<file path="config.mk">
export PLATFORM = sky130hd
export DESIGN_NAME = vga_timing_arb
export DESIGN_NICKNAME = d
export VERILOG_FILES = /design/src/rtl/vga_timing_arb.sv
export SDC_FILE = /design/constraint.sdc
export NUM_CORES = 1
export LEC_CHECK = 0
export ABC_CLOCK_PERIOD_IN_PS = 5180
export BUFFER_PORTS_ARGS = -buffer_cell sky130_fd_sc_hd__clkbuf_2
export CAP_MARGIN = 30
export CELL_PAD_IN_SITES_DETAIL_PLACEMENT = 2
export CELL_PAD_IN_SITES_GLOBAL_PLACEMENT = 2
export CORE_ASPECT_RATIO = 0.6
export CORE_MARGIN = 2
export CORE_UTILIZATION = 35
export CTS_CLUSTER_DIAMETER = 40
export DETAILED_ROUTE_END_ITERATION = 16
export PLACE_DENSITY_LB_ADDON = 0.1
export SLEW_MARGIN = 10
export SYNTH_ARGS = -nofsm -noshare
export SYNTH_HDL_FRONTEND = slang
export SYNTH_SLANG_ARGS = --single-unit
</file>
<file path="constraint.sdc">
create_clock -name clk -period 5.18 [get_ports clk]
set_input_delay 0.518 -clock clk [delete_from_list [all_inputs] [get_ports clk]]
set_output_delay 0.518 -clock clk [all_outputs]
set_load 0.01 [all_outputs]
</file>
<file path="src/rtl/vga_timing_arb.sv">
// vga_timing_arb: parametrised VGA timing generator with a character-fetch
// address generator and a single-port video-RAM arbiter for CPU accesses.
// Every register updates on the rising edge of the pixel clock.
module vga_timing_arb #(
  parameter int unsigned H_ACTIVE  = 640,
  parameter int unsigned H_FRONT   = 16,
  parameter int unsigned H_SYNC    = 96,
  parameter int unsigned H_BACK    = 48,
  parameter int unsigned V_ACTIVE  = 480,
  parameter int unsigned V_FRONT   = 10,
  parameter int unsigned V_SYNC    = 2,
  parameter int unsigned V_BACK    = 33,
  parameter bit          HSYNC_POL = 1'b0,
  parameter bit          VSYNC_POL = 1'b0,
  parameter int unsigned CHAR_W    = 8,
  parameter int unsigned CHAR_H    = 16,
  parameter int unsigned COLS      = 80,
  parameter int unsigned ADDR_W    = 12,
  parameter int unsigned ACC_MODE  = 0
) (
  input  logic              clk,
  input  logic              rst,
  output logic [10:0]       hx,
  output logic [9:0]        vy,
  output logic              hsync,
  output logic              vsync,
  output logic              pixel_ena,
  output logic              frame_start,
  output logic              fetch_stb,
  output logic [ADDR_W-1:0] fetch_addr,
  output logic              a_sel,
  output logic              ram_we_text,
  output logic              ram_we_color,
  input  logic              cpu_req,
  input  logic              cpu_we,
  input  logic              cpu_sel_color,
  output logic              cpu_rdy
);

  localparam int unsigned H_TOTAL    = H_ACTIVE + H_FRONT + H_SYNC + H_BACK;
  localparam int unsigned V_TOTAL    = V_ACTIVE + V_FRONT + V_SYNC + V_BACK;
  localparam int unsigned CHAR_SHIFT = $clog2(CHAR_W);

  localparam logic [10:0] HX_LAST  = 11'(H_TOTAL - 1);
  localparam logic [9:0]  VY_LAST  = 10'(V_TOTAL - 1);
  localparam logic [10:0] HX_ACT   = 11'(H_ACTIVE);
  localparam logic [9:0]  VY_ACT   = 10'(V_ACTIVE);
  localparam logic [10:0] HS_START = 11'(H_ACTIVE + H_FRONT);
  localparam logic [10:0] HS_END   = 11'(H_ACTIVE + H_FRONT + H_SYNC);
  localparam logic [9:0]  VS_START = 10'(V_ACTIVE + V_FRONT);
  localparam logic [9:0]  VS_END   = 10'(V_ACTIVE + V_FRONT + V_SYNC);
  localparam logic [10:0] CELL_MSK = 11'(CHAR_W - 1);
  localparam logic [9:0]  ROW_LAST = 10'(CHAR_H - 1);

  typedef enum logic [1:0] {StIdle, StWait, StAccess, StDone} arb_state_e;

  logic [10:0]       hx_q, hx_d;
  logic [9:0]        vy_q, vy_d;
  logic [9:0]        row_line_q, row_line_d;
  logic [ADDR_W-1:0] row_base_q, row_base_d;
  logic              h_wrap, v_wrap;
  logic              active_cur, fetch_cur;
  logic              active_nxt, fetch_nxt, allowed_nxt;
  logic              hs_win, vs_win;
  logic              hsync_q, vsync_q, pixel_ena_q, frame_start_q;
  arb_state_e        state_q, state_d;

  // Next-state counters; row_line tracks the line within a character row so
  // row_base can step by COLS without a multiplier.
  always_comb begin
    h_wrap     = (hx_q == HX_LAST);
    v_wrap     = h_wrap && (vy_q == VY_LAST);
    hx_d       = h_wrap ? 11'd0 : hx_q + 11'd1;
    vy_d       = vy_q;
    row_line_d = row_line_q;
    row_base_d = row_base_q;
    if (h_wrap) begin
      vy_d       = v_wrap ? 10'd0 : vy_q + 10'd1;
      row_line_d = (row_line_q == ROW_LAST) ? 10'd0 : row_line_q + 10'd1;
    end
    if (v_wrap) begin
      row_line_d = 10'd0;
      row_base_d = '0;
    end else if (h_wrap && (row_line_q == ROW_LAST) && (vy_d < VY_ACT)) begin
      row_base_d = row_base_q + ADDR_W'(COLS);
    end
  end

  // Active-area / fetch / access-permission decode on current and next counters.
  always_comb begin
    active_cur  = (hx_q < HX_ACT) && (vy_q < VY_ACT);
    fetch_cur   = active_cur && ((hx_q & CELL_MSK) == 11'd0);
    active_nxt  = (hx_d < HX_ACT) && (vy_d < VY_ACT);
    fetch_nxt   = active_nxt && ((hx_d & CELL_MSK) == 11'd0);
    allowed_nxt = (ACC_MODE == 0) ? !active_nxt : !fetch_nxt;
    hs_win      = (hx_q >= HS_START) && (hx_q < HS_END);
    vs_win      = (vy_q >= VS_START) && (vy_q < VS_END);
  end

  // Counters, row base and the registered video outputs.
  always_ff @(posedge clk) begin
    if (rst) begin
      hx_q          <= '0;
      vy_q          <= '0;
      row_line_q    <= '0;
      row_base_q    <= '0;
      hsync_q       <= ~HSYNC_POL;
      vsync_q       <= ~VSYNC_POL;
      pixel_ena_q   <= 1'b0;
      frame_start_q <= 1'b0;
    end else begin
      hx_q          <= hx_d;
      vy_q          <= vy_d;
      row_line_q    <= row_line_d;
      row_base_q    <= row_base_d;
      hsync_q       <= hs_win ? HSYNC_POL : ~HSYNC_POL;
      vsync_q       <= vs_win ? VSYNC_POL : ~VSYNC_POL;
      pixel_ena_q   <= active_cur;
      // v_wrap means the next counters are exactly (0,0).
      frame_start_q <= v_wrap;
    end
  end

  // Arbiter state register.
  always_ff @(posedge clk) begin
    if (rst) begin
      state_q <= StIdle;
    end else begin
      state_q <= state_d;
    end
  end

  // Arbiter next state; permission is judged on the cycle ACCESS would occupy.
  always_comb begin
    state_d = state_q;
    unique case (state_q)
      StIdle: begin
        if (cpu_req && allowed_nxt) begin
          state_d = StAccess;
        end else if (cpu_req) begin
          state_d = StWait;
        end
      end
      StWait: begin
        if (allowed_nxt) begin
          state_d = StAccess;
        end
      end
      StAccess: state_d = StDone;
      StDone:   state_d = StIdle;
      default:  state_d = StIdle;
    endcase
  end

  // Arbiter outputs, decoded from the state register.
  always_comb begin
    a_sel        = (state_q == StAccess);
    ram_we_text  = a_sel && cpu_we && !cpu_sel_color;
    ram_we_color = a_sel && cpu_we && cpu_sel_color;
    cpu_rdy      = (state_q == StDone);
  end

  // Port assignments for counters, fetch path and registered video outputs.
  always_comb begin
    hx          = hx_q;
    vy          = vy_q;
    hsync       = hsync_q;
    vsync       = vsync_q;
    pixel_ena   = pixel_ena_q;
    frame_start = frame_start_q;
    fetch_stb   = fetch_cur;
    fetch_addr  = row_base_q + ADDR_W'(hx_q >> CHAR_SHIFT);
  end

endmodule

</file>
* Yosys cells after proc, flatten, opt, wreduce, memory -nomap -nowiden
Cells that the tools add are included.
Word-level totals: logic and storage cells 58, bits of input ports 5, register bits 49
Cells by class: equality and inequality tests 8, mux-type cells 10, add/subtract/negate cells 5, reduce and logical (&&, ||, !) cells 18, $lt $le $gt $ge 8
Operators with widths (number):
- $lt 11x10->1 const B | 3
- $lt 10x9->1 const B | 3
- $mux 10 | 3
- $add 10x1->10 const B | 2
- $add 12x7->12 const B | 1
- $add 12x8->12 | 1
- $logic_and 1x1->1 | 12
- $add 11x1->11 const B | 1
- $eq 11x10->1 const B | 1
- $ge 11x10->1 const B | 1
- $logic_not 11->1 | 1
- $mux 11 | 1
- $eq 10x10->1 const B | 1
- $eq 10x4->1 const B | 1
- $ge 10x9->1 const B | 1
- $pmux 2 s4 | 1
- $mux 2 | 3
- $eq 2x2->1 const B | 2
- $ne 3x3->1 const B | 1
- $eq 2x1->1 const B | 1
- $logic_not 1->1 | 2
- $logic_not 2->1 | 1
- $mux 1 | 2
- $ne 2x2->1 const B | 1
- other kinds (2) | 2

* Depth between registers and ports, before layout
Gate-level depths: netlist of the first run.
depth in word-level cells 10, gate-level depth with buffers 9

* Least setup slack after synthesis of the first run
Ideal clock, no wire load.
path kind register to register, start point register hx_q[7], in the netlist hx[7], end point register row_base_q[11], data arrival time 2883 ps, period minus slack after synthesis 3016 ps, path buffers 2, slack 2164 ps, data required time 5048 ps, cell stages (with the launch flop) 10, library setup time 132 ps, cell sequence dfxtp_1 > buf_6 > or4b_1 > or4_1 > buf_6 > o31ai_1 > a221oi_4 > or4_1 > o21ai_0 > a21oi_1
Between the ends: longest elaborated chain between the ends 6
Ends and longest elaborated chain:
- from (decl) | line 57 | logic [10:0] hx_q, hx_d;
- from (signal assigned) | line 103 | hx_q <= '0;
- from (signal assigned) | line 112 | hx_q <= hx_d;
- $eq 11x10->1 (*) | line 71 | h_wrap = (hx_q == HX_LAST);
- $logic_and 1x1->1 | line 72 | v_wrap = h_wrap && (vy_q == VY_LAST);
- $mux 10 | line 78 | vy_d = v_wrap ? 10'd0 : vy_q + 10'd1;
- $mux 10 | line 77 | if (h_wrap) begin
- $lt 10x9->1 | line 84 | end else if (h_wrap && (row_line_q == ROW_LAST) && (vy_d < VY_ACT)) begin
- $logic_and 1x1->1 | line 84
- to (signal assigned) | line 115 | row_base_q <= row_base_d;
- to (decl) | line 60 | logic [ADDR_W-1:0] row_base_q, row_base_d;
Mark *: on every way between the ends. The rest lies on a longest branch, timed or not. A chain may end at the register's enable or synchronous reset.

* Worst setup path after layout of the first run
start point register hx_q[0], in the netlist hx[0], end point register row_base_q[9]
Same word-level chain as after synthesis.

==> results of run 1 <==
==> area by class of cell <==
type,count,area (um^2)
Clock inverter,2,13.76
Fill cell,785,3891
Tap cell,87,108.9
Multi-Input combinational cell,219,1484
Clock buffer,6,138.9
Sequential cell,45,900.9
Timing Repair Buffer,47,237.7
Inverter,12,45.04
==> cells by family after synthesis <==
kind of cell	after synthesis
AOI/OAI and AO/OA	32
xor gates and xnor gates	35
adders and majority gates	16
buffers and inverters	26
DFF	45
muxes	1
and+or+nand+nor	135
==> through the flow <==
stage	total power [mW]	util (%)	hold slack, ns
final	0.7565	42.95	0.5099
after global routing	0.7960	42.95	0.5577
after CTS	0.7665	42.95	0.5144
after detailed placement	0.4357	40.71	0.5056
after global placement	0.4310	40.71	0.4862
after floorplan	0.4125	-	0.4664
==> critical path: cells and delay by family, from the launching register on <==
kind	cells	cell delay (ns)
fa+ha+maj	1	0.24
flops	1	0.43
simple gates	3	1.52
compound gates	4	1.06
==> layer usage <==
layer / GRT usage, % / wire (um)
met4: 3.252 / 53
met2: 27.61 / 2983
met5: 0 / 0
met3: 3.584 / 196
met1: 27.78 / 3847
==> worst paths after layout <==
check                                    from            end  slack [ns]
worst max-delay path                    hx[0]  row_base_q[9]        1.80
worst min-delay path            row_line_q[1]  row_line_q[1]        0.51
worst max register to register          hx[0]  row_base_q[9]        1.80
worst min register to register  row_line_q[1]  row_line_q[1]        0.51
==> state kept, by name, indices dropped and copies added (netlist names) <==
register,cells
hx,11
row_line_q,10
vy,10
row_base_q,8
state_q,2
frame_start,1
hsync,1
pixel_ena,1
vsync,1
==> cell usage in the layout, fill, tap and decap left out, drive strengths merged <==
cell	Yosys	routed
a41o	1	1
nor3	17	17
nand4	10	10
a21oi	11	11
o2bb2ai	1	1
or2b	1	1
nand3	13	13
nor4	6	6
and3	5	5
and2	2	2
ha	15	15
nor2	35	35
nor3b	2	2
or3	1	1
xnor2	23	23
clkinv	0	2
a21o	3	3
xor2	12	12
nand2b	3	3
o31ai	2	2
and4	1	1
a221oi	1	1
clkbuf	7	52
nor4b	3	3
or4	7	7
fa	1	1
inv	12	12
buf	7	1
o21ai	10	10
dfxtp	45	45
o31a	1	1
nor2b	2	2
mux2i	1	1
or2	2	2
and2b	1	1
o32ai	2	2
or4b	2	2
nand2	20	20
nand4b	2	2
==> power by group through the flow <==
stage	Sequential (mW)	Combinational, mW	Clock, mW
4_1_cts	0.362	0.0672	0.338
3_5_place_dp	0.370	0.0659	0
3_3_place_gp	0.368	0.0626	0
2_1_floorplan	0.367	0.0452	0
6_report	0.362	0.0658	0.329
5_1_grt	0.363	0.0760	0.357
==> reports/results.ini, run 1 <==
[worst_setup_path]
crit_required_ns=5.34
slowest_delay_ns=0.75
cp-end-kind=register
reg2reg_depth=8
cp_cell_sequence=ha_1 -> nand3_1 -> or4_1 -> o31ai_1 -> a221oi_4 -> or4_1 -> o21ai_0 -> a21oi_1
crit_fanout=10
critPathLaunchType=register
path_class=reg -> reg
critPathArrivalTime_ns=3.54
critPathSlowestCell=or4_1
crit_path_frequent_cell=or4_1

[clocking]
cts_resized=0
hold_buffers=0
post_cts_buffers=0
clock-sinks=45
cts_tree=built
clockRootBuffer=clkbuf_16
clk_latency_ns=0.29
cts_inserted_buffers=5
htreeDepth=2
clk_path_buf_depth=2
clk_pin_slew_ns=0.07

[synth]
ys_types=46
syn_area_um2=2514
yosys-top-cells-count=dfxtp_1, nor2_1, xnor2_1
async_reset_ff_share_pct=0
synth_fa_ha_area_share_pct=8.263
synth.area.top_cells=dfxtp_1, xnor2_1, ha_1
seq_area_frac_synth_pct=35.84
ys_ff_latch=45
synth_top_family_by_area=simple AND/OR/NAND/NOR gates
synth_most_common_cell=dfxtp_1
yosys.area_share.simple_pct=29.02
synth_xor_area_share_pct=12.20
syn_area_per_cell_um2=8.668
synth_warnings=0
syn_nets=311
synth_compound_area_share_pct=8.910
postSynthCellCount=290
synth_edf_count=0
synth_flop_cell=dfxtp_1
synth_top_area_share_pct=35.84
yosysTopAreaCell=dfxtp_1
synthMuxAreaShare_pct=0.3982

[detailed_routing]
vias=2232
drtIter0Drc=85
drtAntennaViolNets=0
drcViolationCount=0
wirelength_mm=7.081
wire_per_inst_um=16.94
vias_per_cell=5.340
drtPass1Iterations=4

[power_and_ir_drop]
p_comb_share_pct=8.7
power.switching_mw=0.1860
p_int_mw=0.5705
switching_share_pct=24.59
peakVddDrop_v=0.0001074
powerDensity_nw_per_um2=258.3
leakagePower_nw=1.150
p_seq_share_pct=47.8
p_clk_share_pct=43.5

[sta]
tightest_slew_ns=0.6400
fin_setup_tns_ns=0
fin_worst_skew_ns=0.007606
hold_violations=0
fmax_mhz=296.1
maxSlewViolCount=0
layout_min_cycle_time_ns=3.378
period_share_pct=65.21
setup_ws_ns=1.802
finalSetupViolations=0
slew_headroom_pct=57.05
rsz0062_at_grt=no

[grt]
antenna_found_initial=0
grt_pass1_wl_mm=11.82
grt_pass1_vias=2272
grt.overflow.total=0
grt_usage_pct=18.51
grt_max_degree=22

[job]
drv_cap=0

[layout]
stdcell_area_um2=2929
fin_cells=418
diodes=0
num-nets-final=351
drive_gt1_share_pct=20.54
area_growth_pct=16.53

[placed_design]
dp_hpwl_mm=5.375
port_buffers=46
place.gp.congestion=0.8092
place_area_um2=2776
dpl_worst_slack_ns=1.852
dp_cells=410

[floorplan]
ios=47
die_area_um2=7898
fp.dieH_um=69.65
die_w_um=113.4
core_um2=6820
core.rowCount=23
start_util_pct=36.86

[worst_hold_path]
hold_path_class=reg -> reg
holdPathStages=2

[outcome]
status=finished clean

Power figures use the tool's default switching activity.
==> inputs of run 2 (changes only) <==
--- a/config.mk
+++ b/config.mk
@@ -5,14 +5,15 @@
 export SDC_FILE = /design/constraint.sdc
 export NUM_CORES = 1
 export LEC_CHECK = 0
-export ABC_CLOCK_PERIOD_IN_PS = 5180
+export ABC_AREA = 1
+export ABC_CLOCK_PERIOD_IN_PS = 3000
 export BUFFER_PORTS_ARGS = -buffer_cell sky130_fd_sc_hd__clkbuf_2
 export CAP_MARGIN = 30
 export CELL_PAD_IN_SITES_DETAIL_PLACEMENT = 2
 export CELL_PAD_IN_SITES_GLOBAL_PLACEMENT = 2
 export CORE_ASPECT_RATIO = 0.6
 export CORE_MARGIN = 2
-export CORE_UTILIZATION = 35
+export CORE_UTILIZATION = 28
 export CTS_CLUSTER_DIAMETER = 40
 export DETAILED_ROUTE_END_ITERATION = 16
 export PLACE_DENSITY_LB_ADDON = 0.1
==> constraint.sdc (replaced) <==
create_clock -name clk -period 3 [get_ports clk]
set_input_delay 0.3 -clock clk [delete_from_list [all_inputs] [get_ports clk]]
set_output_delay 0.3 -clock clk [all_outputs]
set_load 0.01 [all_outputs]
==> run 2 against run 1 <==
Sequential power is 74% higher. Critical path depth is 2 lower. Global-route usage hardly changed. Cell count is 37% higher. Combinational power grew to 3.1 times the previous value. First-iteration DRC count is 38% higher. Clock skew is 0.0029 ns lower. Worst setup slack worse by 1.4 ns. Worst hold slack worse by 0.11 ns. Synthesized cell count is 36% higher. Sequential share of layout area is 3.1 points lower. Utilization is 7.8 points lower. Critical path type is now reg -> out. Critical endpoint is now fetch_addr[10]. Largest cell class unchanged.
==> reports/results.ini, run 2 <==
[clocking]
clk_path_buf_depth=2  ; unchanged
post_cts_buffers=0  ; unchanged
cts_inserted_buffers=5  ; unchanged
clk_pin_slew_ns=0.07  ; about the same
clock-sinks=45  ; unchanged
htreeDepth=2  ; unchanged
cts_tree=built
hold_buffers=0  ; unchanged
cts_resized=0  ; unchanged
clockRootBuffer=clkbuf_16
clk_latency_ns=0.29  ; about the same

[grt]
grt.overflow.total=0  ; unchanged
grt_usage_pct=18.50  ; about the same
antenna_found_initial=0  ; unchanged
grt_pass1_vias=2857  ; +26%
grt_pass1_wl_mm=15.35  ; +30%
grt_max_degree=16  ; -27%

[sta]
period_share_pct=85.72
fin_worst_skew_ns=0.004708  ; -0.002899 ns
finalSetupViolations=0  ; unchanged
layout_min_cycle_time_ns=2.572
fmax_mhz=388.8
hold_violations=0  ; unchanged
maxSlewViolCount=0  ; unchanged
fin_setup_tns_ns=0  ; unchanged
holdWs_ns=0.4014  ; -0.1085 ns
slew_headroom_pct=50.86  ; -6.2 points
tightest_slew_ns=0.7304  ; +0.09042 ns
rsz0062_at_grt=no

[detailed_routing]
drtIter0Drc=117  ; +38%
vias=2676  ; +20%
wirelength_mm=9.416  ; +33%
drtAntennaViolNets=0  ; unchanged
drtPass1Iterations=4  ; unchanged
drcViolationCount=0  ; unchanged
vias_per_cell=4.662  ; -13%
wire_per_inst_um=16.40  ; -3.2%

[floorplan]
core_um2=9290  ; +36%
die_area_um2=10530  ; +33%
ios=47  ; unchanged
die_w_um=131.2  ; +16%
fp.dieH_um=80.30  ; +15%
core.rowCount=27  ; +17%
start_util_pct=29.24  ; -7.6 points

[power_and_ir_drop]
powerDensity_nw_per_um2=459.2  ; +78%
peakVddDrop_v=0.0002037  ; +90%
total_power_mw=1.498  ; +98%
leakagePower_nw=1.441  ; +25%

[synth]
yosysTopAreaCell=dfxtp_1
seq_area_frac_synth_pct=33.16  ; -2.7 points
postSynthCellCount=394  ; +36%
synth_most_common_cell=nand2_1
async_reset_ff_share_pct=0  ; unchanged
ys_types=38  ; -17%
syn_nets=415  ; +33%
syn_area_per_cell_um2=6.894  ; -20%
yosys-top-cells-count=nand2_1, inv_1, nor2_1
synth_edf_count=0  ; unchanged
synth_top_area_share_pct=33.16  ; -2.7 points
syn_area_um2=2716  ; +8.1%
synth_flop_cell=dfxtp_1
synth.area.top_cells=dfxtp_1, nand2_1, inv_1
synth_warnings=0  ; unchanged
ys_ff_latch=45  ; unchanged

[worst_setup_path]
critPathSlowestCell=dfxtp_1
path_class=reg -> out
cp_cell_sequence=inv_1 -> fa_1 -> o21ai_0 -> nand2_1 -> xor2_1 -> clkbuf_2
crit_fanout=8  ; -2
critPathArrivalTime_ns=2.27  ; -1.27 ns
critPathLaunchType=register
crit_required_ns=2.70  ; -2.64 ns
cp-end-kind=primary output
slowest_delay_ns=0.55  ; -0.20 ns

[placed_design]
dp_hpwl_mm=7.520  ; +40%
place.gp.congestion=0.7476  ; -7.6%
port_buffers=46  ; unchanged

[layout]
diodes=0  ; unchanged
final_common_cell=nand2_1
final_util_pct=35.11  ; -7.8 points
area_growth_pct=20.08
num-nets-final=464  ; +32%
largest_register_ffs=11  ; unchanged
layout_common_cells=nand2_1, inv_1, nor2_1, clkbuf_2, dfxtp_1
drive_gt1_share_pct=17.12  ; -3.4 points

[worst_hold_path]
hold_path_class=in -> reg

[job]
drv_cap=0  ; unchanged

[outcome]
status=finished clean

-- run 2: worst paths after layout --
| check | slack [ns] | end | from | depth (start not counted) |
|---|---|---|---|---|
| min reg2reg | 0.48 | row_line_q[9] | row_line_q[9] | 1 |
| min | 0.40 | vy[5] | rst | 2 |
| max reg2reg | 0.67 | state_q[1] | hx[1] | 12 |
| max | 0.43 | fetch_addr[10] | hx[8] | 6 |
-- run 2: area by class of cell --
type / instances / area (um^2)
Sequential cell: 45 / 900.9
Multi-Input combinational cell: 282 / 1540
Clock inverter: 2 / 37.54
Clock buffer: 6 / 138.9
Fill cell: 1127 / 6028
Tap cell: 130 / 162.7
Inverter: 61 / 236.5
Timing Repair Buffer: 48 / 245.2
-- run 2: kinds of logic after synthesis --
logic type | synth area share (%)
AOI/OAI and AO/OA | 8.153
xor gates and xnor gates | 4.514
adders and majority gates | 7.646
buffers and inverters | 10.13
DFF | 33.16
and+or+nand+nor | 36.39
-- run 2: worst max-delay path: cells and delay by family, from the launching register on --
family | cells | cell delay (ns)
buf+inv | 2 | 0.34
fa+ha+maj | 1 | 0.51
flops | 1 | 0.55
compound gates | 1 | 0.33
simple gates | 1 | 0.11
xor+xnor | 1 | 0.14
-- run 2: where the power goes --
| part | total [mW] | switching (mW) | internal (mW) |
|---|---|---|---|
| Sequential | 0.631 | 0.0166 | 0.615 |
| Clock | 0.662 | 0.246 | 0.416 |
| Combinational | 0.204 | 0.133 | 0.0717 |
-- run 2: stage by stage --
| step | instance area (um^2) | std cells | setup WS, ns |
|---|---|---|---|
| finish | 3262 | 574 | 0.4283 |
| global route | 3262 | 574 | 0.2566 |
| CTS | 3262 | 574 | 0.4014 |
| detailed placement | 3085 | 566 | 0.7131 |
| global placement | 3085 | 566 | 0.7355 |
| floorplan | 2716 | 394 | 1.063 |
-- run 2: routing by layer --
metal / GRT usage [%] / vias to the layer above / wire length, um
li1: - / 1349 / -
met1: 26.63 / 1294 / 5194
met2: 28.95 / 29 / 3921
met3: 3.598 / 4 / 248
met4: 3.261 / 0 / 52
met5: 0 / - / 0
==> inputs of run 3 (changes only) <==
--- a/config.mk
+++ b/config.mk
@@ -5,7 +5,7 @@
 export SDC_FILE = /design/constraint.sdc
 export NUM_CORES = 1
 export LEC_CHECK = 0
-export ABC_AREA = 1
+export ABC_AREA = 0
 export ABC_CLOCK_PERIOD_IN_PS = 3000
 export BUFFER_PORTS_ARGS = -buffer_cell sky130_fd_sc_hd__clkbuf_2
 export CAP_MARGIN = 30
@@ -13,7 +13,7 @@
 export CELL_PAD_IN_SITES_GLOBAL_PLACEMENT = 2
 export CORE_ASPECT_RATIO = 0.6
 export CORE_MARGIN = 2
-export CORE_UTILIZATION = 28
+export CORE_UTILIZATION = 30
 export CTS_CLUSTER_DIAMETER = 40
 export DETAILED_ROUTE_END_ITERATION = 16
 export PLACE_DENSITY_LB_ADDON = 0.1
==> run 3 against run 2 <==
Flip-flop and latch count is the same. Design area is 2.6% lower. Non-clock buffer count rose by 19. Worst hold slack got worse by 0.012 ns. Largest cell class unchanged.
==> reports/results.ini, run 3 (same netlist as run 1, synthesis figures left out) <==
[grt]
antenna_found_initial=0  ; unchanged
grt_pass1_wl_mm=12.61  ; -18%
grt_usage_pct=17.88  ; -0.62 points
grt.overflow.total=0  ; unchanged
grt_max_degree=21  ; +5
grt_pass1_vias=2408  ; -16%

[sta]
tightest_slew_ns=0.4391  ; -0.2914 ns
maxSlewViolCount=0  ; unchanged
fmax_mhz=344.7  ; -11%
period_share_pct=96.69  ; +11 points
holdWs_ns=0.3897  ; -0.01174 ns
finalSetupViolations=0  ; unchanged
rsz0062_at_grt=no
layout_min_cycle_time_ns=2.901  ; +0.3291 ns
setup_ws_ns=0.09921  ; -0.3291 ns
slew_headroom_pct=70.49  ; +20 points
fin_setup_tns_ns=0  ; unchanged
hold_violations=0  ; unchanged
fin_worst_skew_ns=0.007881  ; +0.003173 ns

[floorplan]
fp.dieH_um=74.91  ; -6.7%
die_area_um2=9151  ; -13%
die_w_um=122.2  ; -6.9%
ios=47  ; unchanged
start_util_pct=31.39  ; +2.2 points
core.rowCount=25  ; -7.4%
core_um2=8008  ; -14%

[placed_design]
place.gp.congestion=0.7611  ; +1.8%
place_area_um2=2950  ; -4.4%
port_buffers=46  ; unchanged
dp_hpwl_mm=5.837  ; -22%
dpl_worst_slack_ns=-0.06623  ; -0.7793 ns

[clocking]
clk_pin_slew_ns=0.06  ; about the same
cts_tree=built
hold_buffers=0  ; unchanged
htreeDepth=2  ; unchanged
clock-sinks=45  ; unchanged
clk_path_buf_depth=2  ; unchanged
clk_latency_ns=0.28  ; about the same
clockRootBuffer=clkbuf_16
cts_inserted_buffers=5  ; unchanged

[layout]
drive_gt1_share_pct=26.50  ; +9.4 points
largest_register_ffs=11  ; unchanged
final_common_cell=clkbuf_2
layout_common_cells=clkbuf_2, dfxtp_1, nor2_1, xnor2_1
stdcell_area_um2=3178  ; -2.6%
area_growth_pct=26.43
diodes=0  ; unchanged
nFillCells=926  ; -18%
num-nets-final=371  ; -20%

[detailed_routing]
drtIter0Drc=66  ; -44%
drtAntennaViolNets=0  ; unchanged
wire_per_inst_um=16.68  ; +1.7%
vias=2284  ; -15%
wirelength_mm=7.654  ; -19%
vias_per_cell=4.976  ; +6.7%
drtPass1Iterations=4  ; unchanged
drcViolationCount=0  ; unchanged

[worst_setup_path]
crit_path_frequent_cell=or4_4
cp_cell_sequence=or4b_4 -> or4_4 -> or4_4 -> a221oi_4 -> buf_6 -> nor4b_2 -> o32ai_2 -> o2bb2ai_1
worstReg2RegEnd=state_q[1]
critPathSlowestCell=or4_4
crit_required_ns=3.21  ; +0.51 ns
startpoint=hx[6]
cp-end-kind=register
worstPathBufferInverterCount=1  ; -1
reg2reg_depth=8  ; -4
slowest_delay_ns=0.56  ; about the same
critPathLaunchType=register
r2r-start=hx[6]
crit_family=simple AND/OR/NAND/NOR gates
rrSetupSlack_ns=0.1  ; -0.57 ns
crit_fanout=5  ; -3
path_class=reg -> reg
critPathArrivalTime_ns=3.11  ; +0.84 ns

[power_and_ir_drop]
peakVddDrop_v=0.0002154  ; +5.8%
powerDensity_nw_per_um2=436.6  ; -4.9%
leakagePower_nw=1.288  ; -11%

[worst_hold_path]
holdPathEnd=vsync
min_from=rst
holdPathStages=3  ; +1
hold_path_class=in -> reg

[outcome]
status=finished clean

[job]
drv_cap=0  ; unchanged

-- run 3: how the worst max path moves through the flow --
stage	slack (ns)	cells after the start	end
after floorplan	0.002	9	state_q[1]
after global placement	0.06	8	state_q[1]
after detailed placement	-0.07	8	row_base_q[11]
after CTS	0.01	8	state_q[1]
after global routing	0.01	9	state_q[1]
final	0.1	8	state_q[1]
-- run 3: power by group --
group	total [mW]	switching [mW]	internal (mW)
clock	0.644	0.228	0.416
sequential	0.619	0.0104	0.609
combinational	0.124	0.0735	0.0506
total	1.39	0.312	1.08
-- run 3: what timing repair did --
item | 4_1_cts | 5_1_grt
cloned | 0 | 0
pin swaps | 1 | 2
gates resized for setup | 2 | 8
endpoints found under the setup margin | 7 | 9
buffers inserted | 1 | 0
-- run 3: cell type report --
cell class	instances	area (um^2)	area share, %
multi-input cells	219	1533	48.23
well taps	108	135.1	4.252
clock inverters	1	30.03	0.9449
repair buffers	67	391.6	12.32
inverters	12	45.04	1.417
clock buffers	7	142.6	4.488
flip-flops and latches	45	900.9	28.35
-- run 3: stage by stage --
step / total power, mW / cells / utilization [%]
finish: 1.388 / 459 / 39.69
global route: 1.449 / 459 / 39.69
CTS: 1.407 / 459 / 39.20
detailed placement: 0.7582 / 450 / 36.84
global placement: 0.7523 / 450 / 36.84
floorplan: 0.7123 / 290 / -
-- run 3: worst reg2reg max path: stages, from the launching register on --
cell	delay, ns
dfxtp_1	0.31
or4b_4	0.53
or4_4	0.48
or4_4	0.56
a221oi_4	0.36
buf_6	0.17
nor4b_2	0.06
o32ai_2	0.22
o2bb2ai_1	0.14
-- run 3: routing by layer --
metal	part of all wire (%)	wire length (um)	global-route usage [%]	vias up
met5	0	0	0	-
met4	0.69	53	4.215	0
met3	2.8	218	3.106	4
met2	43	3278	29.11	38
met1	54	4103	25.05	1112
li1	-	-	-	1130
